--- src/rtl/universal_shift_reg.sv ---
// ----------------------------------------------------------------------------
// universal_shift_reg
//
// WIDTH-bit edge-triggered universal shift register. On each enabled rising
// edge of Clk it holds, shifts right, shifts left or parallel-loads.
// Shifts either fill from a serial input or rotate the outgoing bit back in.
// It also counts shifts since the last load, saturating at WIDTH. Done flags
// that a full word has been shifted out.
//
// Ports
//   Clk     in   1      rising-edge clock
//   Resetn  in   1      asynchronous active-low reset
//   En      in   1      clock enable; 0 freezes every output
//   Mode    in   2      00 hold, 01 shift right, 10 shift left, 11 load
//   Rotate  in   1      1 = shifts wrap the outgoing bit, serial ins ignored
//   D       in   WIDTH  parallel load data
//   SerInR  in   1      bit entering Q[WIDTH-1] on right shift (Rotate=0)
//   SerInL  in   1      bit entering Q[0] on left shift (Rotate=0)
//   Q       out  WIDTH  register contents
//   SerOut  out  1      last bit shifted out
//   Count   out  CW     shifts since last load, saturating at WIDTH
//   Done    out  1      Count == WIDTH
// ----------------------------------------------------------------------------
module universal_shift_reg #(
    parameter int               WIDTH       = 8,
    parameter logic [WIDTH-1:0] RESET_VALUE = '0,
    parameter int               CW          = $clog2(WIDTH + 1)
) (
    input  logic             Clk,
    input  logic             Resetn,
    input  logic             En,
    input  logic [1:0]       Mode,
    input  logic             Rotate,
    input  logic [WIDTH-1:0] D,
    input  logic             SerInR,
    input  logic             SerInL,
    output logic [WIDTH-1:0] Q,
    output logic             SerOut,
    output logic [CW-1:0]    Count,
    output logic             Done
);

    localparam logic [1:0]    MODE_HOLD  = 2'b00;
    localparam logic [1:0]    MODE_RIGHT = 2'b01;
    localparam logic [1:0]    MODE_LEFT  = 2'b10;
    localparam logic [1:0]    MODE_LOAD  = 2'b11;
    localparam logic [CW-1:0] COUNT_FULL = CW'(WIDTH);

    logic [WIDTH-1:0] q_nxt;
    logic             ser_out_nxt;
    logic [CW-1:0]    count_nxt;
    logic             done_nxt;
    logic             shift;
    logic             in_right;
    logic             in_left;

    // Bit entering the register for each direction.
    assign in_right = Rotate ? Q[0]       : SerInR;
    assign in_left  = Rotate ? Q[WIDTH-1] : SerInL;

    always_comb begin
        q_nxt       = Q;
        ser_out_nxt = SerOut;
        count_nxt   = Count;
        done_nxt    = Done;
        shift       = 1'b0;

        if (En) begin
            case (Mode)
                MODE_RIGHT: begin
                    q_nxt       = {in_right, Q[WIDTH-1:1]};
                    ser_out_nxt = Q[0];
                    shift       = 1'b1;
                end
                MODE_LEFT: begin
                    q_nxt       = {Q[WIDTH-2:0], in_left};
                    ser_out_nxt = Q[WIDTH-1];
                    shift       = 1'b1;
                end
                MODE_LOAD: begin
                    q_nxt     = D;
                    count_nxt = '0;
                    done_nxt  = 1'b0;
                end
                default: begin
                    // MODE_HOLD: nothing changes
                end
            endcase
        end

        // Count never exceeds COUNT_FULL, so != acts as "< WIDTH".
        if (shift) begin
            if (Count != COUNT_FULL) begin
                count_nxt = Count + CW'(1);
            end
            done_nxt = (count_nxt == COUNT_FULL);
        end
    end

    always_ff @(posedge Clk or negedge Resetn) begin
        if (!Resetn) begin
            Q      <= RESET_VALUE;
            SerOut <= 1'b0;
            Count  <= '0;
            Done   <= 1'b0;
        end else begin
            Q      <= q_nxt;
            SerOut <= ser_out_nxt;
            Count  <= count_nxt;
            Done   <= done_nxt;
        end
    end

endmodule
--- config.mk ---
export PLATFORM = sky130hd
export DESIGN_NAME = universal_shift_reg
export DESIGN_NICKNAME = d
export VERILOG_FILES = /design/src/rtl/universal_shift_reg.sv
export SDC_FILE = /design/constraint.sdc
export NUM_CORES = 1
export LEC_CHECK = 0
export ABC_AREA = 1
export CELL_PAD_IN_SITES_DETAIL_PLACEMENT = 2
export CELL_PAD_IN_SITES_GLOBAL_PLACEMENT = 2
export CORE_ASPECT_RATIO = 1.25
export CORE_MARGIN = 5
export CORE_UTILIZATION = 25
export DETAILED_ROUTE_END_ITERATION = 8
export PLACE_DENSITY = 0.92
export SETUP_SLACK_MARGIN = 0.1
export SLEW_MARGIN = 20
export SYNTH_ARGS = -nofsm -noshare
export SYNTH_HDL_FRONTEND = slang
export SYNTH_SLANG_ARGS = --single-unit
--- constraint.sdc ---
create_clock -name Clk -period 3 [get_ports Clk]
set_clock_uncertainty 0.2 [all_clocks]
set_input_delay 0.3 -clock Clk [delete_from_list [all_inputs] [get_ports Clk]]
set_output_delay 0.3 -clock Clk [all_outputs]
set_load 0.005 [all_outputs]
==> results of run 1 <==
-- per-layer routing --
layer,wire (µm),track usage [%],up-vias
li1,-,-,446
met1,1190,14.0,454
met2,1570,25.5,31
met3,169,3.39,4
met4,46,4.48,0
met5,0,0,-
-- path summary, 6_finish.rpt --
path / end / slack [ns] / depth (start not counted)
min reg2reg: Done / 0.32 / 2
max reg2reg: Done / 1.36 / 9
min: Q[4] / 0.27 / 1
max in group asynchronous: Q[6] / 1.89 / 1
max: Done / 1.09 / 9
min in group Clk: Done / 0.32 / 2
-- cell families (layout without fill, tap and decap cells) --
kind of cell,Yosys count,in the layout,synth area share (%)
adder cells (fa/ha/maj),5,5,7.26
AND/OR/NAND/NOR,61,61,29.0
buffers and inverters,17,48,7.98
flip-flops,14,14,40.6
AO/OA/AOI/OAI,22,22,15.1
-- metrics by stage --
| stage | hold WS [ns] | instance area [µm²] | util [%] | total power, W |
|---|---|---|---|---|
| after floorplan | -0.196 | 862 | - | 0.000412 |
| after global placement | 0.284 | 1190 | 36.2 | 0.000561 |
| after detailed placement | 0.309 | 1190 | 36.2 | 0.000583 |
| after CTS | 0.297 | 1240 | 37.8 | 0.000778 |
| after global routing | 0.331 | 1240 | 37.8 | 0.000819 |
| final | 0.269 | 1240 | 37.8 | 0.000764 |
-- power groups by stage --
stage	clock network (W)	registers (W)	logic [W]
2_1_floorplan	0	0.000280	0.000132
3_3_place_gp	0	0.000289	0.000272
3_5_place_dp	0	0.000292	0.000290
4_1_cts	0.000196	0.000290	0.000293
5_1_grt	0.000205	0.000297	0.000317
6_report	0.000190	0.000289	0.000284
-- final cells by class --
cell class | instances | area, µm² | share of cell area [%]
inverters | 15 | 56.3 | 4.54
repair buffers | 29 | 290 | 23.4
well taps | 37 | 46.3 | 3.73
flip-flops and latches | 14 | 350 | 28.2
multi-input cells | 88 | 443 | 35.7
clock buffers | 4 | 55.1 | 4.44
-- worst max-delay path, stage by stage --
cell and delay (ns):
sky130_fd_sc_hd__clkdlybuf4s50_1 0.51, sky130_fd_sc_hd__ha_1 0.50, sky130_fd_sc_hd__nand2_1 0.18, sky130_fd_sc_hd__inv_1 0.08, sky130_fd_sc_hd__nand2_1 0.05, sky130_fd_sc_hd__nand2_1 0.09, sky130_fd_sc_hd__nor2_1 0.05, sky130_fd_sc_hd__nand2_1 0.06
sky130_fd_sc_hd__nand2_1 0.04
-- placed cells by master (no fill, tap or decap) --
cell type,synthesis,layout
sky130_fd_sc_hd__ha_1,5,5
sky130_fd_sc_hd__inv_2,2,2
sky130_fd_sc_hd__nand2_1,41,41
sky130_fd_sc_hd__a22oi_1,1,1
sky130_fd_sc_hd__nand2_2,2,2
sky130_fd_sc_hd__a21oi_2,1,1
sky130_fd_sc_hd__nand4_1,1,1
sky130_fd_sc_hd__dfrtp_1,14,14
sky130_fd_sc_hd__nor2_4,1,1
sky130_fd_sc_hd__nor2_1,11,11
sky130_fd_sc_hd__clkdlybuf4s50_1,0,29
sky130_fd_sc_hd__clkbuf_8,0,4
sky130_fd_sc_hd__a21oi_1,8,8
sky130_fd_sc_hd__o21ai_0,2,2
sky130_fd_sc_hd__nand3_1,5,5
sky130_fd_sc_hd__o211ai_1,1,1
sky130_fd_sc_hd__inv_1,13,13
sky130_fd_sc_hd__o22ai_1,1,1
sky130_fd_sc_hd__a31oi_1,8,8
-- state kept, by name, indices dropped and copies added, names as in the netlist, named ones only --
register,cells
Q,8
Count,3
Done,1
SerOut,1
==> results.txt, run 1 <==
----------------------------------------------------
[Outcome]
  Status ... finished, final reports clean

[Power and ir drop]
  Total power per unit cell area ... 615 mW/mm²
  Internal portion of total power ... 0.000498 W
  Worst VDD drop ... 0.238 mV
  Net switching power of the design ... ~0.00027 W
  Sequential share of power ... 37.9%
  Switching power share of the total ... 34.8%
  Logic pwr share ... 37.2%
  Static Leakage ... about 0.59 nW
  Clock network power share ... 24.9%

[STA]
  Final worst path period share ... 63.8%
  Finish-stage setup viols ... 0
  Final Max Tran Viols ... 0
  Unrepaired setup endpoints after global routing ... no
  Slew at the pin closest to its max-slew limit ... 0.693 ns
  Worst slew margin relative to its limit ... 53.7%
  Crit path setup slack, layout ... 1.09 ns
  Post-route minimum period ... 1.91 ns
  Final Hold Vio Count ... 0
  Setup TNS ... 0 ns
  Maximum achievable frequency ... 523 MHz

[Yosys]
  Register area share after synthesis ... roughly 40%
  Post-synth top area cell ... sky130_fd_sc_hd__dfrtp_1
  Count of synthesis-stage warnings from yosys ... 0
  Most instantiated library cell after synthesis ... sky130_fd_sc_hd__nand2_1
  Top cells by area in the synthesized netlist ... sky130_fd_sc_hd__dfrtp_1, sky130_fd_sc_hd__nand2_1, sky130_fd_sc_hd__ha_1
  Combined area of all synthesized cells ... 862 µm²
  Seq cells post-synth ... 14
  Gate Count Post-Synth ... 119
  Avg Inst Size Synth ... around 7.2 µm²
  Mapped Nets ... between 100 and 150
  Area share of the largest cell type after synthesis ... approximately two fifths
  Number of distinct library cells after synthesis ... 19
  Cell types with the highest counts after synthesis ... sky130_fd_sc_hd__nand2_1, sky130_fd_sc_hd__dfrtp_1, sky130_fd_sc_hd__inv_1
  Async S/R FF share, synth ... 100%
  Number of synthesized flops with an enable pin ... 0
  Synth Flop Type ... sky130_fd_sc_hd__dfrtp_1

[Die]
  Vertical die dimension ... 75.7 µm
  Die area ... approximately 0.0047 mm²
  Core outline area ... 0.00328 mm²
  Initial Util ... 26.3%
  Ports placed on the boundary ... 30
  X dimension of the die ... 62.5 µm
  Cell row count ... 23

[Global routing]
  Vias in the first global route ... 1066
  First-pass GRT wire length ... about 5.0 mm
  Global route overflow ... 0
  Pin count of the biggest net entering global routing ... 15
  Total global-route track usage ... 13.2%
  Initial antenna violation count ... 0

[Worst setup path]
  Top fanout value on the critical path ... 11
  Critical Setup Path Class ... primary input to flip-flop
  Start point of the critical path ... Mode[1]
  Endpoint type of the worst setup path ... flip-flop
  Required time of the worst setup path ... 2.95 ns
  Critical Path AT ... roughly 1.9 ns
  Startpoint class of the critical path ... primary input
  R2r startpoint ... Count[0]

[Clock tree]
  Maximum clock path buffer count ... 2
  Clock tree from TritonCTS ... yes
  PostCTS Resize Cnt ... 0
  Clk slew on worst S/H paths ... 0.06 ns
  Number of CTS-inserted buffers ... 3
  Clock latency on the worst-skew pair ... ~0.25 ns
  Setup fix buffers added after clock tree synthesis ... 0
  CTS hold repair buffers ... 0
  Buffer cell driving the clock tree root ... sky130_fd_sc_hd__clkbuf_8
  Level count of the clock H-tree ... 1
  TritonCTS Sinks ... 14

[Routing]
  Via count ... 935
  Vias per Instance ... 5.00
  Remaining DRCs ... 0
  DRC violation total after the first TritonRoute iteration ... 28
  Total wirelength of the detailed-routed design ... 2.98 mm
  First-pass detailed-route iteration total ... 2
  Avg WL per Cell ... approximately 16 µm
  Residual antenna-violating net count after detailed routing ... 0

[Placement]
  IO Port Bufs ... 29
  Cells after DPL ... about 180
  Post-placement setup slack ... 0.803 ns
  Routability congestion estimate from global placement ... 0.855
  Detailed placement HPWL ... 2.44 mm

[Cells and area]
  Layout Nets ... approximately 170
  Filler instances ... 401
  Fin cells ... 187
  Ratio of cells with drive above 1 in the final layout ... 6.67%
  Final antenna diode count ... 0
  Synthesis-to-finish area growth ... 44.0%

[Flow run]
  Maxcap violations ... 0

[Min path]
  Worst hold-check path type ... primary input to asynchronous set/reset pin

----------------------------------------------------
(Power assumes the default switching activity.)
==> run 2: changes to the inputs <==
--- a/config.mk
+++ b/config.mk
@@ -10,9 +10,9 @@
 export CELL_PAD_IN_SITES_GLOBAL_PLACEMENT = 2
 export CORE_ASPECT_RATIO = 1.25
 export CORE_MARGIN = 5
-export CORE_UTILIZATION = 25
+export CORE_UTILIZATION = 23
 export DETAILED_ROUTE_END_ITERATION = 8
-export PLACE_DENSITY = 0.92
+export PLACE_DENSITY = 0.87
 export SETUP_SLACK_MARGIN = 0.1
 export SLEW_MARGIN = 20
 export SYNTH_ARGS = -nofsm -noshare
==> constraint.sdc (replaced) <==
create_clock -name Clk -period 1.9 [get_ports Clk]
set_clock_uncertainty 0.2 [all_clocks]
set_input_delay 0.19 -clock Clk [delete_from_list [all_inputs] [get_ports Clk]]
set_output_delay 0.19 -clock Clk [all_outputs]
set_load 0.005 [all_outputs]
==> results.txt, run 2 (synthesized netlist as in run 1, its figures left out) <==
----------------------------------------------------
[Cells and area]
  Registers with the highest flip-flop counts ... Q (8), Count (3)
  Most used cells in the layout excluding fill and tap cells ... sky130_fd_sc_hd__nand2_1, sky130_fd_sc_hd__clkdlybuf4s50_1, sky130_fd_sc_hd__dfrtp_1
  Filler instances ... 453 (+13%)
  Leading cell type in the layout, fill and taps excluded ... sky130_fd_sc_hd__nand2_1
  Final antenna diode count ... 0 (unchanged)
  Layout Nets ... 175 (+1.7%)
  Register with the most flip-flops ... Q
  Final standard cell area without fillers ... 0.00127 mm² (+2.3%)
  Number of flip-flops in the largest register ... 8 (unchanged)
  Ratio of cells with drive above 1 in the final layout ... 9.15% (+2.5 points)
  Synthesis-to-finish area growth ... 47.3%

[STA]
  Setup TNS ... 0 ns (unchanged)
  Worst slew margin relative to its limit ... 82.1% (+28 points)
  Post-route minimum period ... about 1.7 ns
  Min Hold Slack ... 0.0620 ns (-0.207 ns)
  Final worst path period share ... ~90%
  Slew at the pin closest to its max-slew limit ... 0.269 ns (-0.424 ns)
  Final Max Tran Viols ... 0 (unchanged)
  Maximum achievable frequency ... 600 MHz
  Unrepaired setup endpoints after global routing ... no
  Final Hold Vio Count ... 0 (unchanged)
  Crit path setup slack, layout ... 0.233 ns (-0.853 ns)
  Finish-stage setup viols ... 0 (unchanged)

[Flow run]
  Maxcap violations ... 0 (unchanged)

[Die]
  Cell row count ... 25 (+8.7%)
  Core outline area ... 0.00369 mm² (+13%)
  X dimension of the die ... 64.8 µm (+3.6%)
  Die area ... 0.00508 mm² (+7.4%)
  Initial Util ... 23.4% (-2.9 points)
  Ports placed on the boundary ... 30 (unchanged)
  Vertical die dimension ... 78.5 µm (+3.7%)

[Power and ir drop]
  Logic pwr share ... 37.2% (about the same)
  Net switching power of the design ... 0.000428 W (+61%)
  Static Leakage ... 0.600 nW (+2.3%)
  Worst VDD drop ... 0.288 mV (+21%)
  Sequential share of power ... 37.9% (about the same)
  Clock network power share ... 24.9% (about the same)
  Total power per unit cell area ... 958 mW/mm² (+56%)
  Internal portion of total power ... 0.000789 W (+58%)
  Switching power share of the total ... 35.2% (+0.32 points)
  Total Power ... 0.00122 W (+59%)

[Clock tree]
  Clk slew on worst S/H paths ... 0.07 ns (about the same)
  Number of CTS-inserted buffers ... 3 (unchanged)
  TritonCTS Sinks ... 14 (unchanged)
  Level count of the clock H-tree ... 1 (unchanged)
  Maximum clock path buffer count ... 2 (unchanged)
  Clock tree from TritonCTS ... yes
  Clock latency on the worst-skew pair ... 0.24 ns (about the same)
  Setup fix buffers added after clock tree synthesis ... 0 (unchanged)
  Buffer cell driving the clock tree root ... sky130_fd_sc_hd__clkbuf_8

[Global routing]
  Total global-route track usage ... 13.2% (+0.052 points)
  Pin count of the biggest net entering global routing ... 15 (unchanged)
  Initial antenna violation count ... 0 (unchanged)
  Vias in the first global route ... 1150 (+7.9%)
  Global route overflow ... 0 (unchanged)
  First-pass GRT wire length ... 5.39 mm (+8.6%)

[Worst setup path]
  Ordered cell list for the critical path ... clkdlybuf4s50_1
  Critical Setup Path Class ... flip-flop to primary output
  Startpoint class of the critical path ... flip-flop
  Critical Path AT ... 1.28 ns (-0.58 ns)
  Top fanout value on the critical path ... 7 (-4)
  Category of cells accounting for the largest share of critical-path delay ... buffers and inverters
  Number of buffer and inverter instances along the worst setup path ... 1 (-1)
  Required time of the worst setup path ... 1.51 ns (-1.44 ns)
  Endpoint type of the worst setup path ... primary output
  Slowest stage delay, CP ... 0.55 ns (+0.04 ns)
  Master of the slowest instance on the critical path ... sky130_fd_sc_hd__clkdlybuf4s50_1

[Placement]
  Total placed instance area ... 0.00121 mm² (+2.2%)
  Post-placement setup slack ... -0.0978 ns (-0.901 ns)
  IO Port Bufs ... 29 (unchanged)
  Detailed placement HPWL ... 2.49 mm (+1.8%)
  Routability congestion estimate from global placement ... 0.795 (-6.9%)

[Routing]
  Residual antenna-violating net count after detailed routing ... 0 (unchanged)
  Avg WL per Cell ... 16.0 µm (+0.21%)
  Remaining DRCs ... 0 (unchanged)
  Vias per Instance ... 5.00 (unchanged)
  Via count ... 965 (+3.2%)
  DRC violation total after the first TritonRoute iteration ... 20 (-29%)
  Total wirelength of the detailed-routed design ... 3.08 mm (+3.4%)
  First-pass detailed-route iteration total ... 4 (+2)

[Min path]
  Worst hold-check path type ... primary input to asynchronous set/reset pin

[Outcome]
  Status ... finished, final reports clean

----------------------------------------------------
==> run 2: cell count changes in the layout (fill, tap and decap cells not counted) <==
cell / change
sky130_fd_sc_hd__buf_4: +3
sky130_fd_sc_hd__ha_1: -1
sky130_fd_sc_hd__ha_2: +1
==> run 2: metrics by stage <==
| stage | util, % | instances |
|---|---|---|
| floorplan | - | 119 |
| global placement | 32.8 | 189 |
| detailed placement | 32.8 | 189 |
| CTS | 34.3 | 193 |
| global route | 34.4 | 193 |
| finish | 34.4 | 193 |
==> run 2: layout make-up <==
class	instances	area (µm²)	share of cell area, %
multi-input cells	88	445	35.1
flip-flops and latches	14	350	27.6
repair buffers	32	313	24.6
inverters	15	56.3	4.43
clock buffers	4	55.1	4.33
well taps	40	50.0	3.94
==> run 2: final timing paths <==
path / from / to / slack [ns] / depth (start not counted)
worst max register to register: Count[0] / Done / 0.34 / 9
worst max-delay path: Count[2] / Count[2] / 0.23 / 1
max in group asynchronous: Resetn / SerOut / 1.25 / 2
worst min register to register: SerOut / SerOut / 0.30 / 2
worst min-delay path: Resetn / asynchronous set/reset pin / 0.06 / 2
min in group Clk: SerOut / SerOut / 0.30 / 2
==> run 2: repair_timing <==
item	CTS	global route
hold buffers	0	0
endpoints found under the setup margin	0	3
gates resized for setup	0	1
==> run 2: layer usage <==
| metal | GRT usage [%] | wire, µm |
|---|---|---|
| met5 | 0 | 0 |
| met4 | 2.11 | 16 |
| met3 | 2.72 | 174 |
| met2 | 25.4 | 1660 |
| met1 | 14.9 | 1230 |
==> run 2: power by group through the flow <==
stage          sequential, W  clock, W  combinational, W
2_1_floorplan       0.000442         0          0.000208
3_3_place_gp        0.000456         0          0.000438
3_5_place_dp        0.000465         0          0.000459
4_1_cts             0.000461  0.000309          0.000463
5_1_grt             0.000472  0.000328          0.000512
6_report            0.000461  0.000303          0.000453
